### src/rtl/ram_arbiter.sv
// rtl/ram_arbiter.sv - two-master single-port RAM arbiter, IDLE/ACCESS/RESP per access
// RAM_ARB_RR_EN selects round-robin arbitration; otherwise m0 has fixed priority.
module ram_arbiter #(
    parameter int AW = 32,
    parameter int DW = 32
) (
    input  logic          clk,
    input  logic          rst_n,
    input  logic          m0_req_i,
    input  logic          m0_we_i,
    input  logic [AW-1:0] m0_addr_i,
    input  logic [3:0]    m0_sel_i,
    input  logic [DW-1:0] m0_wdata_i,
    output logic          m0_gnt_o,
    output logic          m0_ack_o,
    output logic [DW-1:0] m0_rdata_o,
    input  logic          m1_req_i,
    input  logic          m1_we_i,
    input  logic [AW-1:0] m1_addr_i,
    input  logic [3:0]    m1_sel_i,
    input  logic [DW-1:0] m1_wdata_i,
    output logic          m1_gnt_o,
    output logic          m1_ack_o,
    output logic [DW-1:0] m1_rdata_o,
    output logic          ram_ce_o,
    output logic          ram_we_o,
    output logic [AW-1:0] ram_addr_o,
    output logic [3:0]    ram_sel_o,
    output logic [DW-1:0] ram_data_o,
    input  logic [DW-1:0] ram_data_i
);

    typedef enum logic [1:0] {
        IDLE   = 2'd0,
        ACCESS = 2'd1,
        RESP   = 2'd2
    } state_t;

    state_t        state_q, state_d;
    logic          owner_q, owner_d;
    logic          we_q, we_d;
    logic [AW-1:0] addr_q, addr_d;
    logic [3:0]    sel_q, sel_d;
    logic [DW-1:0] wdata_q, wdata_d;
    logic [DW-1:0] rdata0_q, rdata0_d;
    logic [DW-1:0] rdata1_q, rdata1_d;
    logic          win;

`ifdef RAM_ARB_RR_EN
    logic ptr_q, ptr_d;

    always_comb begin
        if (m0_req_i && m1_req_i) begin
            win = ptr_q;
        end else begin
            win = m1_req_i;
        end
    end
`else
    // m1 only wins when m0 is silent
    always_comb begin
        win = !m0_req_i;
    end
`endif

    always_comb begin
        state_d  = state_q;
        owner_d  = owner_q;
        we_d     = we_q;
        addr_d   = addr_q;
        sel_d    = sel_q;
        wdata_d  = wdata_q;
        rdata0_d = rdata0_q;
        rdata1_d = rdata1_q;
`ifdef RAM_ARB_RR_EN
        ptr_d    = ptr_q;
`endif
        case (state_q)
            IDLE: begin
                if (m0_req_i || m1_req_i) begin
                    state_d = ACCESS;
                    owner_d = win;
                    we_d    = win ? m1_we_i    : m0_we_i;
                    addr_d  = win ? m1_addr_i  : m0_addr_i;
                    sel_d   = win ? m1_sel_i   : m0_sel_i;
                    wdata_d = win ? m1_wdata_i : m0_wdata_i;
`ifdef RAM_ARB_RR_EN
                    ptr_d   = !win;
`endif
                end
            end
            ACCESS: begin
                state_d = RESP;
                // writes report zero read data to the owner
                if (owner_q) begin
                    rdata1_d = we_q ? '0 : ram_data_i;
                end else begin
                    rdata0_d = we_q ? '0 : ram_data_i;
                end
            end
            RESP: begin
                state_d = IDLE;
            end
            default: begin
                state_d = IDLE;
            end
        endcase
    end

    always_ff @(posedge clk or negedge rst_n) begin
        if (!rst_n) begin
            state_q  <= IDLE;
            owner_q  <= 1'b0;
            we_q     <= 1'b0;
            addr_q   <= '0;
            sel_q    <= '0;
            wdata_q  <= '0;
            rdata0_q <= '0;
            rdata1_q <= '0;
`ifdef RAM_ARB_RR_EN
            ptr_q    <= 1'b0;
`endif
        end else begin
            state_q  <= state_d;
            owner_q  <= owner_d;
            we_q     <= we_d;
            addr_q   <= addr_d;
            sel_q    <= sel_d;
            wdata_q  <= wdata_d;
            rdata0_q <= rdata0_d;
            rdata1_q <= rdata1_d;
`ifdef RAM_ARB_RR_EN
            ptr_q    <= ptr_d;
`endif
        end
    end

    logic in_access;
    logic in_resp;

    assign in_access = (state_q == ACCESS);
    assign in_resp   = (state_q == RESP);

    assign m0_gnt_o   = in_access && !owner_q;
    assign m1_gnt_o   = in_access &&  owner_q;
    assign m0_ack_o   = in_resp   && !owner_q;
    assign m1_ack_o   = in_resp   &&  owner_q;
    assign m0_rdata_o = rdata0_q;
    assign m1_rdata_o = rdata1_q;

    assign ram_ce_o   = in_access;
    assign ram_we_o   = in_access && we_q;
    assign ram_addr_o = in_access ? addr_q  : '0;
    assign ram_sel_o  = in_access ? sel_q   : '0;
    assign ram_data_o = in_access ? wdata_q : '0;

endmodule

### config.mk
export PLATFORM = sky130hd
export DESIGN_NAME = ram_arbiter
export DESIGN_NICKNAME = d
export VERILOG_FILES = /design/src/rtl/ram_arbiter.sv
export SDC_FILE = /design/constraint.sdc
export NUM_CORES = 1
export LEC_CHECK = 0
export CAP_MARGIN = 5
export CORE_ASPECT_RATIO = 0.5
export CORE_MARGIN = 2
export CORE_UTILIZATION = 45
export CTS_CLUSTER_SIZE = 24
export DETAILED_ROUTE_END_ITERATION = 10
export GPL_TIMING_DRIVEN = 1
export MAX_ROUTING_LAYER = met4
export PLACE_DENSITY = 0.82
export SLEW_MARGIN = 5
export SYNTH_ARGS = -nofsm -noshare
export SYNTH_HDL_FRONTEND = slang
export SYNTH_SLANG_ARGS = --single-unit
### constraint.sdc
create_clock -name clk -period 3.25 [get_ports clk]
set_input_delay 0.65 -clock clk [delete_from_list [all_inputs] [get_ports clk]]
set_output_delay 0.65 -clock clk [all_outputs]
set_load 0.05 [all_outputs]
==> out/metrics.yaml <==
postSynthCellCount: 555
synth_mux_area_share_pct: 26.4
path_clk_slew_ns: 0.07
yosysWarnings: 0
drtAntennaViolNets: 0
ios: 312
ys_seq_area_share_pct: 49.5
slew_violations: 0
fin_setup_tns_ns: 0
cts_buffers: 17
cp_num_cells: 2
fill_cells: 1051
syn_avg_cell_area_um2: 12.4
grt_pass1_wl_um: 28900
area_growth_pct: 52.1
synth_top_family_by_area: "multiplexers"
initial_core_util_pct: 46.8
grt_pass1_vias: 5443
die-area_um2: 16400
worstSetupEndpoint: "m0_ack_o"
critPathMaxFanout: 7
min_period_ns: 2.58
worst_pin_slew_ns: 0.748
antenna_cells: 0
cp.required_ns: 2.60
grt.total_usage_pct: 23.4
cts_tree: "yes"
crit_arrival_ns: 1.93
reg2reg_depth: 4
hp-class: "input pin to asynchronous set/reset pin"
synthSimpleGateAreaFrac_pct: 13.4
clock_latency_ns: 0.40
synth.distinct_cells: 22
drt-wirelength-per-cell_um: 17.1
skew_ns: 0.0108
yosys.area_share.xor_xnor_pct: 0
cts_hold_buffers: 0
maxCapViolCount: 0
gr-total-overflow: 0
r2r-end: "addr_q[26]"
max_stage_delay_ns: 0.85
syn_area_um2: 6880
path_delay_family: "buffers and inverters"
cts_resized: 0
cp_slowest_cell: "clkdlybuf4s50_1"
clockBufferDepth: 2
port_buffers: 311
period_share_pct: 79.5
synth_seq_cells: 136
power_density_nw_per_um2: 1100
die_y_um: 91.4
cp-end-kind: "output pin"
holdWs_ns: 0.290
drt-initial-drc-count: 223
rows: 31
drive_above_1_share_pct: 31.4
max_freq_mhz: 387
nNetsFinal: 1030
final_cell_area_um2: 10500
irDropWorstVdd_v: 0.000524
synth_fa_ha_area_share_pct: 0
crit_chain: "nor3b_1 > clkdlybuf4s50_1"
p_leak_nw: 4.68
r2r_slack_ns: 1.31
r2r-start: "state_q[1]"
setup_viol: 0
cts_post_setup_buffers_inserted: 0
synth_compound_area_share_pct: 5.84
critPathLaunchType: "flip-flop"
placed_cells: 1035
fin_ws_ns: 0.666
pre_cts_ws_ns: 0.874
wl_um: 18200
clock_sinks: 136
core_area_um2: 14700
vias: 5160
cts-root-buf: "clkbuf_16"
crit_start: "state_q[1]"
cts_max_level: 4
place_area_um2: 9870
rsz0062_at_grt: "false"
instances_no_fill: 1067
antenna_found_initial: 0
gp_congestion: 0.820
via_per_inst: 4.84
slew_headroom_pct: 50.1
dp_hpwl_um: 13400
die_w_um: 179
postLayoutCoreUtil_pct: 71.2
total_power_mw: 11.5
drc: 0
crit_buf_inv: 1
criticalPathCategory: "flip-flop to output pin"
dr.pass1.iters: 6
final_hold_viol_count: 0
grt_max_degree: 84
synth.net_count: 729
status: "completed"
## worst register-to-register path: cells and delay by family, from the launching register on
kind | cells | cell delay, ns
multiplexers | 1 | 0.32
flip-flops | 1 | 0.46
AO/OA/AOI/OAI | 1 | 0.46
buffers and inverters | 1 | 0.34
AND/OR/NAND/NOR | 1 | 0.25
## synthesized netlist by cell type (all sizes together)
master	n	area share [%]
nand2	64	3.5
a21oi	2	0.15
nand2b	32	2.9
o21ai	64	5.6
o21a	1	0.11
nor3b	1	0.11
clkbuf	13	0.71
inv	2	0.11
or3b	1	0.13
dfrtp	136	49
and2	69	6.3
mux2	138	26
nand3b	1	0.11
nor2b	2	0.18
and3b	1	0.13
nor2	1	0.055
buf	27	4.1
## report_power, final
group	switching [mW]	leakage, nW	total [mW]	internal, mW
Combinational	4.04	2.72	6.66	2.62
Sequential	0.436	1.68	2.93	2.49
Clock	0.765	0.285	1.92	1.15
## placed cells by master, fill, tap and decap left out, types with 2 or more instances in the layout
master	n
a21oi_1	2
and2_1	69
buf_12	4
buf_4	78
bufinv_16	2
clkbuf_16	17
clkdlybuf4s50_1	238
clkinv_4	2
clkinvlp_4	2
dfrtp_1	136
inv_1	2
inv_6	6
mux2_2	69
mux2_4	69
nand2_1	64
nand2b_1	32
o21ai_0	32
o21ai_1	15
o21ai_2	17
## worst min path at each step
stage	start	to	slack (ns)	cells past startpoint
3_3_place_gp	m0_rdata_o[22]	m0_rdata_o[22]	0.46	2
6_report	rst_n	m1_rdata_o[5]	0.29	1
4_1_cts	rst_n	m1_rdata_o[5]	0.31	1
3_5_place_dp	m1_rdata_o[21]	m1_rdata_o[21]	0.47	2
2_1_floorplan	rst_n	addr_q[0]	0.35	0
5_1_grt	rst_n	m1_rdata_o[9]	0.34	1
## area by class of cell
| cell class | instances | area [um^2] | share of cell area (%) |
|---|---|---|---|
| clock buffer | 18 | 429 | 4.10 |
| inverter | 2 | 7.51 | 0.0717 |
| multi-input combinational | 377 | 3150 | 30.1 |
| timing repair buffer | 322 | 3060 | 29.3 |
| sequential | 136 | 3400 | 32.5 |
| tap | 198 | 248 | 2.37 |
| clock inverter | 14 | 161 | 1.54 |
## metal layers
layer	routed length (um)	global-route usage (%)
met1	7530	28.3
met2	9630	40.4
met3	735	4.31
met4	311	6.23
met5	0	-
## state kept, by name (all words and copies together) (netlist names)
name and count:
m0_rdata_o 32, wdata_q 32, owner_q 1, addr_q 32, m1_rdata_o 32, sel_q 4
we_q 1, state_q 2
## logic make-up after synthesis
family / Yosys count
DFF: 136
and+or+nand+nor: 172
buffers and inverters: 42
muxes: 138
AOI/OAI and AO/OA: 67
No activity file was read; power rests on OpenSTA's default activity.
